**src/rtl/hex_display_arbiter.sv**
```systemverilog
// Round-robin owner of the six HEX displays for two requesters, with a minimum grant hold.
// Latency: GNT one edge after REQ is sampled; HEX one edge after GNT.
// Backpressure: none; a requester simply waits while the other holds the grant.
module hex_display_arbiter #(
    parameter int HOLD_CYCLES = 4
) (
    input  logic        CLK,
    input  logic        RST_N,
    input  logic [1:0]  REQ,
    input  logic [23:0] DATA0,
    input  logic [23:0] DATA1,
    input  logic [5:0]  BLANK0,
    input  logic [5:0]  BLANK1,
    output logic [1:0]  GNT,
    output logic        BUSY,
    output logic [6:0]  HEX0,
    output logic [6:0]  HEX1,
    output logic [6:0]  HEX2,
    output logic [6:0]  HEX3,
    output logic [6:0]  HEX4,
    output logic [6:0]  HEX5
);

    localparam int CNT_W = $clog2(HOLD_CYCLES + 1);
    localparam logic [CNT_W-1:0] CNT_MAX = CNT_W'(HOLD_CYCLES - 1);
    localparam logic [6:0] SEG_OFF = 7'h7F;

    typedef enum logic [1:0] {
        IDLE = 2'd0,
        OWN0 = 2'd1,
        OWN1 = 2'd2
    } state_t;

    state_t             state_q;
    state_t             state_d;
    logic [CNT_W-1:0]   cnt_q;
    logic               last_served_q;
    logic               expired;
    logic [1:0]         gnt_q;
    logic [1:0]         gnt_d;
    logic               busy_q;
    logic [5:0][6:0]    hex_q;
    logic [5:0][6:0]    hex_d;
    logic               own_vld;
    logic [23:0]        own_dat;
    logic [5:0]         own_blank;

    function automatic logic [6:0] seg7(input logic [3:0] nib);
        logic [6:0] s;
        case (nib)
            4'h0: s = 7'h40;
            4'h1: s = 7'h79;
            4'h2: s = 7'h24;
            4'h3: s = 7'h30;
            4'h4: s = 7'h19;
            4'h5: s = 7'h12;
            4'h6: s = 7'h02;
            4'h7: s = 7'h78;
            4'h8: s = 7'h00;
            4'h9: s = 7'h10;
            4'hA: s = 7'h08;
            4'hB: s = 7'h03;
            4'hC: s = 7'h46;
            4'hD: s = 7'h21;
            4'hE: s = 7'h06;
            default: s = 7'h0E;
        endcase
        return s;
    endfunction

    assign expired = (cnt_q == CNT_MAX);

    // State, hold counter, round-robin pointer and all output registers.
    always_ff @(posedge CLK or negedge RST_N) begin
        if (!RST_N) begin
            state_q       <= IDLE;
            cnt_q         <= '0;
            last_served_q <= 1'b1;
            gnt_q         <= 2'b00;
            busy_q        <= 1'b0;
            hex_q         <= {6{SEG_OFF}};
        end else begin
            state_q <= state_d;
            gnt_q   <= gnt_d;
            busy_q  <= |gnt_d;
            hex_q   <= hex_d;
            if (state_d != state_q && state_d != IDLE) begin
                cnt_q         <= '0;
                last_served_q <= (state_d == OWN1);
            end else if (state_d == IDLE) begin
                cnt_q <= '0;
            end else if (!expired) begin
                cnt_q <= cnt_q + CNT_W'(1);
            end
        end
    end

    always_comb begin
        state_d = state_q;
        case (state_q)
            IDLE: begin
                case (REQ)
                    2'b01:   state_d = OWN0;
                    2'b10:   state_d = OWN1;
                    2'b11:   state_d = last_served_q ? OWN0 : OWN1;
                    default: state_d = IDLE;
                endcase
            end
            OWN0: begin
                // Switching straight to the other side takes priority over going idle.
                if (expired && REQ[1]) begin
                    state_d = OWN1;
                end else if (expired && !REQ[0]) begin
                    state_d = IDLE;
                end
            end
            OWN1: begin
                if (expired && REQ[0]) begin
                    state_d = OWN0;
                end else if (expired && !REQ[1]) begin
                    state_d = IDLE;
                end
            end
            default: state_d = IDLE;
        endcase
    end

    always_comb begin
        gnt_d     = 2'b00;
        own_vld   = 1'b0;
        own_dat   = DATA0;
        own_blank = BLANK0;
        hex_d     = {6{SEG_OFF}};
        case (state_d)
            OWN0:    gnt_d = 2'b01;
            OWN1:    gnt_d = 2'b10;
            default: gnt_d = 2'b00;
        endcase
        // HEX follows the owner before this edge, so it trails GNT by one cycle.
        case (state_q)
            OWN0: begin
                own_vld   = 1'b1;
                own_dat   = DATA0;
                own_blank = BLANK0;
            end
            OWN1: begin
                own_vld   = 1'b1;
                own_dat   = DATA1;
                own_blank = BLANK1;
            end
            default: own_vld = 1'b0;
        endcase
        for (int k = 0; k < 6; k++) begin
            if (own_vld && !own_blank[k]) begin
                hex_d[k] = seg7(own_dat[4*k +: 4]);
            end
        end
    end

    assign GNT  = gnt_q;
    assign BUSY = busy_q;
    assign HEX0 = hex_q[0];
    assign HEX1 = hex_q[1];
    assign HEX2 = hex_q[2];
    assign HEX3 = hex_q[3];
    assign HEX4 = hex_q[4];
    assign HEX5 = hex_q[5];

    gnt_onehot: assert property (@(posedge CLK) disable iff (!RST_N) $onehot0(GNT));
    busy_match: assert property (@(posedge CLK) disable iff (!RST_N) BUSY == (GNT != 2'b00));

endmodule

```
**config.mk**
```make
export PLATFORM = sky130hd
export DESIGN_NAME = hex_display_arbiter
export DESIGN_NICKNAME = d
export VERILOG_FILES = /design/src/rtl/hex_display_arbiter.sv
export SDC_FILE = /design/constraint.sdc
export NUM_CORES = 1
export LEC_CHECK = 0
export CAP_MARGIN = 15
export CORE_MARGIN = 10
export CORE_UTILIZATION = 44
export CTS_BUF_LIST = sky130_fd_sc_hd__clkbuf_8
export DETAILED_ROUTE_END_ITERATION = 10
export PLACE_DENSITY = 0.79
export SYNTH_ARGS = -nofsm -noshare
export SYNTH_HDL_FRONTEND = slang
export SYNTH_SLANG_ARGS = --single-unit
```
**constraint.sdc**
```tcl
create_clock -name CLK -period 2.4 [get_ports CLK]
set_clock_uncertainty 0.1 [all_clocks]
set_input_delay 0.48 -clock CLK [delete_from_list [all_inputs] [get_ports CLK]]
set_output_delay 0.48 -clock CLK [all_outputs]
set_load 0.1 [all_outputs]
```
==> results of run 1 <==
worst max path at each step:
stage	start	to	slack, ps
3_3_place_gp	REQ[1]	last_served_q	-70
2_1_floorplan	state_q[0]	HEX2[0]	8
6_report	state_q[0]	HEX2[0]	90
3_5_place_dp	REQ[1]	last_served_q	-150
4_1_cts	state_q[0]	HEX2[0]	4
5_1_grt	state_q[0]	HEX2[0]	10
cells in the mapped netlist, types with 2 or more instances:
library cell / instances / share of area
a21oi_1: 16 / 0.022
a311oi_4: 2 / 0.015
and2_1: 6 / 0.010
buf_2: 10 / 0.014
clkbuf_1: 6 / 0.0063
dfrtp_1: 8 / 0.056
dfstp_2: 43 / 0.31
ha_1: 45 / 0.16
inv_1: 3 / 0.0031
inv_2: 15 / 0.016
mux2_2: 18 / 0.056
mux2i_1: 31 / 0.086
nand2_1: 32 / 0.033
nand2b_1: 2 / 0.0035
nand3_1: 6 / 0.0084
nand3b_1: 4 / 0.0084
nor2_1: 4 / 0.0042
nor2b_1: 7 / 0.012
o211ai_1: 12 / 0.025
o21ai_1: 7 / 0.0098
o221ai_1: 24 / 0.059
o311ai_1: 12 / 0.029
or3_1: 6 / 0.010
xnor2_1: 7 / 0.017
layer usage:
layer / part of all wire / wire [um] / track usage
met2: 0.49 / 4430 / 0.242
met5: 0 / 0 / 0
met3: 0.076 / 684 / 0.0447
met1: 0.42 / 3810 / 0.183
met4: 0.0061 / 55 / 0.0294
final cells by class:
cell class | count | area (um2) | area share
multi-input cells | 248 | 2150 | 0.439
flip-flops and latches | 51 | 1330 | 0.272
repair buffers | 122 | 1110 | 0.226
well taps | 102 | 128 | 0.0261
clock buffers | 7 | 96.3 | 0.0197
inverters | 19 | 71.3 | 0.0146
clock inverters | 1 | 7.51 | 0.00154
kinds of logic after synthesis:
logic type,count (synthesis),share of synthesized area
buf+inv,36,0.0422
compound gates,76,0.168
simple gates,68,0.0930
xor+xnor,9,0.0240
fa+ha+maj,45,0.157
flops,51,0.370
mux,50,0.146
registers in the layout (all words and copies together) (netlist names):
name / count
BUSY: 1
HEX4: 7
HEX3: 7
state_q: 2
cnt_q: 3
HEX1: 7
last_served_q: 1
HEX2: 7
GNT: 2
HEX0: 7
HEX5: 7
critical path: cells and delay by family (launching register included):
kind                     cells  cell delay (ps)
adder cells (fa/ha/maj)      2              460
AND/OR/NAND/NOR              2              460
flip-flops                   1              410
multiplexers                 1              410
buffers and inverters        2              290
AO/OA/AOI/OAI                1               80
stage by stage:
stage / hold slack, ps / cells / setup WS (ps)
after global routing: 50.0 / 550 / 13.1
after floorplan: 84.4 / 335 / 8.46
after CTS: 55.6 / 549 / 4.37
final: 47.4 / 550 / 86.9
after global placement: 383 / 541 / -69.6
after detailed placement: 391 / 541 / -153
repair_timing:
item | CTS | global route
setup endpoints to repair | 0 | 21
gates resized for setup | 0 | 11
setup buffers | 0 | 1
hold endpoints to repair | 0 | 0
==> reports/qor.csv, run 1 <==
stage;metric;value;unit
run_status;status;complete, no violations;
synthesis;synthesized area;3590;um2
critical_path;Worst Setup Start Kind;flop;
global_route;grt ovf;0;
synthesis;Unique masters post-synth;33;
clocking;Worst-path clk slew;100;ps
critical_path;FF-to-FF setup slack;90;ps
clocking;CTS buffer count;5;
floorplanning;row count;32;
layout;most common cell after layout, fill and taps aside;clkdlybuf4s50_1;
critical_path;CP endpoint kind;flop;
timing;fin. max-slew vios;0;
floorplanning;# IOs;109;
clocking;CTS Sinks;51;
critical_path;RR Endpoint;HEX2[0];
routing;DR iter-0 viols;65;
critical_path;Critical-path top delay cell;dfrtp_1;
clocking;Root Buffer;clkbuf_8;
layout;Layout Nets;556;
synthesis;Yosys warning count;0;
place;gpl congestion;0.871;
floorplanning;core outline area;7850;um2
timing;Fin Setup TNS;0;ps
synthesis;ys async rst share;1.00;
floorplanning;Die Area;12200;um2
timing;Hold Vio Cnt, Final;0;
routing;DRC;0;
routing;via count;2960;
layout;layout cell share with drive strength beyond 1;0.355;
place;dpl hpwl;7110;um
clocking;clk_lat worst skew;300;ps
timing;max_slew headroom;0.685;
routing;routed len/inst;16.3;um
clocking;hold_buf cts;0;
routing;Detail Route Antenna Nets;0;
routing;via density per instance;5.38;
timing;RSZ-0062 raised after global routing;no;
global_route;vias in the first global route;2960;
layout;commonest cells after routing, fill and taps aside;clkdlybuf4s50_1, buf_4, dfstp_2;
synthesis;number of synthesized flops with an enable pin;0;
timing;Tcrit/Tclk final;0.964;
critical_path;FF-to-FF Start;state_q[0];
layout;post-route cell area;4890;um2
timing;fin crit period;2310;ps
critical_path;Req. time, crit path;2510;ps
critical_path;r2r worst-path depth;8;
critical_path;crit-path max FO;15;
critical_path;CP Cell Sequence;inv_2 > ha_4 > buf_12 > mux2_2 > ha_1 > or3_1 > o221ai_1 > nand2_1;
place;placed cell area;4740;um2
layout;# fillers;655;
synthesis;cells after synthesis;335;
global_route;gr usage total;0.146;
floorplanning;Die Span X;110;um
synthesis;post-synthesis sequential area ratio;0.370;
synthesis;FF+latch count, synth;51;
hold_path;hold crit path type;in -> async;
global_route;initial antenna violation count;0;
global_route;global-route wire length before repair;14500;um
timing;fmax;432;MHz
layout;post-layout util;0.623;
synthesis;Mapped Avg Cell Area;10.7;um2
place;I/O Buffers;108;
layout;Area Overhead vs Synth;36.1;%
critical_path;Crit path largest cell delay;410;ps
synthesis;syn nets;444;
floorplanning;Die Y;110;um
routing;final wirelength;8990;um
clocking;H-tree Lvls;2;
critical_path;Setup CP Type;reg -> reg;
job;Max Cap Viol;0;
synthesis;main flop type after synthesis;dfstp_2;
layout;n_diodes;0;
floorplanning;Starting Density;0.458;
timing;Slew @ Worst Pin;459;ps
routing;TritonRoute pass-1 iters;4;
critical_path;worst path arrival time;2430;ps
clocking;CTS tree;done;
timing;final setup violation count;0;
global_route;largest net degree at the start of global routing;52;
clocking;CTS max path bufs;2;
Power of run 1 is left out: the tool's default activity adds up to more than one toggle a clock period on the data nets, which glitch-free logic cannot reach.
==> run 2, diff against run 1 <==
Settings changed: CORE_ASPECT_RATIO set to 2.
==> reports/qor.csv, run 2 (synthesized netlist as in run 1, its figures left out) <==
stage;metric;value;unit;change
routing;TritonRoute pass-1 iters;6;;was 4
global_route;initial antenna violation count;0;;unchanged
job;Max Cap Viol;0;;unchanged
layout;Layout Nets;560;;was 556
layout;commonest cells after routing, fill and taps aside;clkdlybuf4s50_1, buf_4, dfstp_2;;unchanged
timing;max_slew headroom;0.657;;was 0.685
global_route;largest net degree at the start of global routing;31;;was 52
routing;Top Metal Used;met4;;unchanged
floorplanning;# IOs;109;;unchanged
layout;post-route cell area;4910;um2;was 4890 um2
critical_path;CP endpoint kind;flop;;unchanged
floorplanning;core outline area;7940;um2;was 7850 um2
critical_path;crit-path max FO;18;;was 15
layout;most common cell after layout, fill and taps aside;clkdlybuf4s50_1;;unchanged
clocking;CTS max path bufs;2;;unchanged
layout;# fillers;652;;was 655
routing;met3 WL;469;um;was 684 um
critical_path;FF-to-FF Start;state_q[0];;unchanged
timing;Hold Vio Cnt, Final;0;;unchanged
timing;RSZ-0062 raised after global routing;yes;;was no
layout;n_diodes;0;;unchanged
global_route;vias in the first global route;3351;;was 2960
global_route;gr usage total;0.155;;was 0.146
critical_path;crit path launch;state_q[0];;unchanged
routing;M1 WL;3040;um;was 3810 um
timing;fin crit period;2380;ps;was 2310 ps
clocking;CTS tree;done;;unchanged
timing;Slew @ Worst Pin;500;ps;was 459 ps
place;placed cell area;4760;um2;was 4740 um2
place;I/O Buffers;108;;unchanged
clocking;CTS Sinks;51;;unchanged
routing;routed len/inst;17.6;um;was 16.3 um
routing;via count;3006;;was 2960
clocking;Worst-path clk slew;90;ps;was 100 ps
critical_path;RR Endpoint;HEX5[4];;was HEX2[0]
routing;via density per instance;5.49;;was 5.38
timing;final setup violation count;0;;unchanged
routing;DR iter-0 viols;103;;was 65
floorplanning;Die Area;12400;um2;was 12200 um2
place;dpl hpwl;8120;um;was 7110 um
clocking;Root Buffer;clkbuf_8;;unchanged
global_route;grt ovf;0;;unchanged
layout;layout cell share with drive strength beyond 1;0.369;;was 0.355
floorplanning;Starting Density;0.452;;was 0.458
critical_path;Setup CP Type;reg -> reg;;unchanged
critical_path;r2r worst-path depth;9;;was 8
routing;DRC;0;;unchanged
global_route;global-route wire length before repair;15800;um;was 14500 um
critical_path;FF-to-FF setup slack;20;ps;was 90 ps
timing;fmax;420;MHz;was 432 MHz
floorplanning;Die Span X;83.9;um;was 110 um
routing;final wirelength;9650;um;was 8990 um
hold_path;hold crit path type;in -> async;;unchanged
critical_path;Req. time, crit path;2510;ps;about the same
routing;met2 routed WL;5870;um;was 4430 um
run_status;status;complete, no violations;;unchanged
clocking;Post-CTS Setup Inserts;0;;unchanged
timing;fin. max-slew vios;0;;unchanged
critical_path;Worst Setup Start Kind;flop;;unchanged
clocking;CTS buffer count;5;;unchanged
layout;Area Overhead vs Synth;36.7;%;was 36.1%
floorplanning;row count;46;;was 32
floorplanning;Die Y;148;um;was 110 um
place;gpl congestion;0.916;;was 0.871
routing;Detail Route Antenna Nets;0;;unchanged
timing;Tcrit/Tclk final;0.993;;was 0.964
clocking;clk_lat worst skew;310;ps;was 300 ps
clocking;H-tree Lvls;2;;unchanged
critical_path;worst path arrival time;2490;ps;was 2430 ps
[run 2: cell types whose count changed in the layout (fill, tap and decap cells not counted), moves of 2 or more]
cell,change
buf_4,+5
o221ai_2,+3
ha_2,+2
o221ai_1,-3
[run 2: per-stage QoR]
step	util	cells	setup slack, ps	hold slack [ps]	setup TNS (ps)
5_1_grt	0.618	548	-67.7	399	-329
6_report	0.618	548	16.6	350	0
2_1_floorplan	-	335	8.46	84.4	0
4_1_cts	0.613	548	6.51	374	0
3_5_place_dp	0.599	540	-129	408	-303
3_3_place_gp	0.599	540	-59.7	397	-59.7
[run 2: repair_timing]
| action | in CTS | in global routing |
|---|---|---|
| endpoints found under the setup margin | 2 | 20 |
| hold buffers | 0 | 0 |
| pin swaps | 0 | 0 |
| resized for setup | 2 | 14 |
[run 2: worst max-delay path, stage by stage (launching register included)]
cell and delay [ps]:
dfrtp_2 460, inv_2 110, ha_2 220, buf_12 170, mux2_2 410, inv_2 100
ha_2 220, nor2b_2 190, a21oi_1 60, o221ai_1 240
[run 2: layer usage]
layer	vias to the layer above	GRT usage
met5	-	0
met4	0	0.0741
met3	15	0.0308
met2	83	0.328
met1	1451	0.126
li1	1457	-
[run 2: worst max-delay path by stage]
stage                          to  slack, ps  cells after the start
CTS                       HEX4[4]          7                      9
finish                    HEX5[4]         20                      9
floorplan                 HEX2[0]          8                      9
global placement    last_served_q        -60                      7
detailed placement  last_served_q       -130                      7
global route              HEX5[5]        -70                      9
[run 2: final cells by class]
cell class,count,area [um2],share of cell area
clock buffers,7,96.3,0.0196
clock inverters,1,3.75,0.000765
inverters,19,71.3,0.0145
multi-input cells,248,2160,0.441
flip-flops and latches,51,1330,0.271
well taps,96,120,0.0245
repair buffers,126,1120,0.229
Power of run 2 is left out for the same reason.
==> run 3, diff against run 2 <==
Settings changed: SETUP_SLACK_MARGIN set to 0.4.
==> reports/qor.csv, run 3 (synthesized netlist as in run 1, its figures left out) <==
stage;metric;value;unit;change
timing;Slew @ Worst Pin;635;ps;was 500 ps
timing;RSZ-0062 raised after global routing;yes;;unchanged
global_route;gr usage total;0.167;;was 0.155
timing;fin crit period;2200;ps;was 2380 ps
global_route;busiest metal layer after global routing;met2;;unchanged
layout;layout cell share with drive strength beyond 1;0.567;;was 0.369
place;pre-CTS setup slack;-91.3;ps;was -129 ps
routing;DR iter-0 viols;119;;was 103
critical_path;CP endpoint kind;flop;;unchanged
floorplanning;Die Y;148;um;unchanged
job;Max Cap Viol;0;;unchanged
critical_path;CP Cell Sequence;inv_4 > ha_4 > clkbuf_16 > buf_12 > mux2_4 > ha_4 > buf_4 > o211ai_1 > o211ai_1;;was inv_2 > ha_2 > buf_12 > mux2_2 > inv_2 > ha_2 > nor2b_2 > a21oi_1 > o221ai_1
global_route;M3 GR Usage;0.0358;;was 0.0308
critical_path;Critical-path top delay cell;dfrtp_2;;unchanged
routing;via density per instance;5.56;;was 5.49
floorplanning;Die Span X;83.9;um;unchanged
timing;fin. max-slew vios;0;;unchanged
floorplanning;Die Area;12400;um2;unchanged
layout;n_diodes;0;;unchanged
place;placed cell area;5120;um2;was 4760 um2
global_route;initial antenna violation count;0;;unchanged
layout;Layout Nets;613;;was 560
critical_path;crit-path max FO;4;;was 18
global_route;largest net degree at the start of global routing;52;;was 31
global_route;met1 Resource Use GR;0.153;;was 0.126
clocking;CTS buffer count;5;;unchanged
hold_path;hold crit path type;in -> async;;unchanged
routing;TritonRoute pass-1 iters;4;;was 6
timing;max_slew headroom;0.577;;was 0.657
critical_path;Req. time, crit path;2510;ps;about the same
floorplanning;# IOs;109;;unchanged
routing;Detail Route Antenna Nets;0;;unchanged
routing;DRC;0;;unchanged
floorplanning;Starting Density;0.452;;unchanged
clocking;Root Buffer;clkbuf_8;;unchanged
routing;via count;3335;;was 3006
place;I/O Buffers;108;;unchanged
timing;Worst Slack Setup Final;204;ps;was 16.6 ps
layout;Area Overhead vs Synth;69.7;%;was 36.7%
floorplanning;row count;46;;unchanged
run_status;status;complete, no violations;;unchanged
global_route;global-route wire length before repair;17100;um;was 15800 um
timing;Tcrit/Tclk final;0.915;;was 0.993
clocking;CTS tree;done;;unchanged
routing;routed len/inst;19.3;um;was 17.6 um
critical_path;Setup CP Type;reg -> reg;;unchanged
critical_path;Crit path largest cell delay;450;ps;was 460 ps
timing;Hold Vio Cnt, Final;0;;unchanged
layout;most common cell after layout, fill and taps aside;buf_4;;was clkdlybuf4s50_1
clocking;CTS Sinks;51;;unchanged
place;dpl hpwl;7990;um;was 8120 um
critical_path;worst path arrival time;2300;ps;was 2490 ps
timing;Fin Setup TNS;0;ps;unchanged
routing;final wirelength;11600;um;was 9650 um
clocking;H-tree Lvls;2;;unchanged
clocking;Worst-path clk slew;100;ps;was 90 ps
global_route;vias in the first global route;3380;;was 3351
clocking;clk_lat worst skew;310;ps;about the same
timing;fmax;455;MHz;was 420 MHz
layout;commonest cells after routing, fill and taps aside;buf_4, clkdlybuf4s50_1, dfstp_2;;was clkdlybuf4s50_1, buf_4, dfstp_2
critical_path;Worst Setup Start Kind;flop;;unchanged
global_route;met2 usage;0.341;;was 0.328
layout;post-route cell area;6090;um2;was 4910 um2
floorplanning;core outline area;7940;um2;unchanged
timing;final setup violation count;0;;unchanged
place;gpl congestion;0.876;;was 0.916
global_route;grt ovf;0;;unchanged
clocking;CTS max path bufs;2;;unchanged
layout;post-layout util;0.767;;was 0.618
## run 3: changes by cell type in the layout (fill, tap and decap cells not counted), sizes merged
cell	before	now
clkbuf	7	8
clkdlybuf4s50	62	61
buf	64	114
dlymetal6s2s	0	1
inv	19	20
## run 3: worst paths after layout
path	slack, ps	depth (start not counted)	endpoint	from
hold reg to reg	470	2	cnt_q[2]	cnt_q[2]
min in group CLK	470	2	cnt_q[2]	cnt_q[2]
max in group asynchronous	1580	2	state_q[0]	RST_N
hold / removal	180	2	cnt_q[2]	RST_N
setup reg to reg	200	9	HEX5[3]	state_q[0]
setup / recovery	200	9	HEX5[3]	state_q[0]
## run 3: through the flow
step	hold WS [ps]	instances
2_1_floorplan	84.4	335
3_3_place_gp	401	534
3_5_place_dp	441	534
4_1_cts	198	561
5_1_grt	233	600
6_report	181	600
## run 3: routing by layer
metal | vias up | wire length [um]
met4 | 0 | 199
met3 | 14 | 561
met5 | - | 0
li1 | 1566 | -
met1 | 1643 | 3890
met2 | 112 | 6930
## run 3: repair_timing
item	CTS	global route
hold buffers	0	0
endpoints found under the setup margin	47	49
pin swaps	5	25
setup buffers	16	35
cloned	4	4
endpoints found under the hold margin	0	0
resized for setup	24	65
## run 3: final cells by class
cell class | count | area [um2]
clock buffers | 5 | 68.8
clock inverters | 2 | 7.51
fillers | 514 | 1850
inverters | 19 | 125
multi-input cells | 248 | 2800
flip-flops and latches | 51 | 1330
well taps | 96 | 120
repair buffers | 179 | 1640
## run 3: critical path, delay by kind of cell, from the launching register on
family / cells / cell delay [ps]
AOI/OAI and AO/OA: 2 / 330
adders and majority gates: 2 / 370
muxes: 1 / 350
buffers and inverters: 4 / 470
DFF: 1 / 450
Power of run 3 is left out for the same reason.
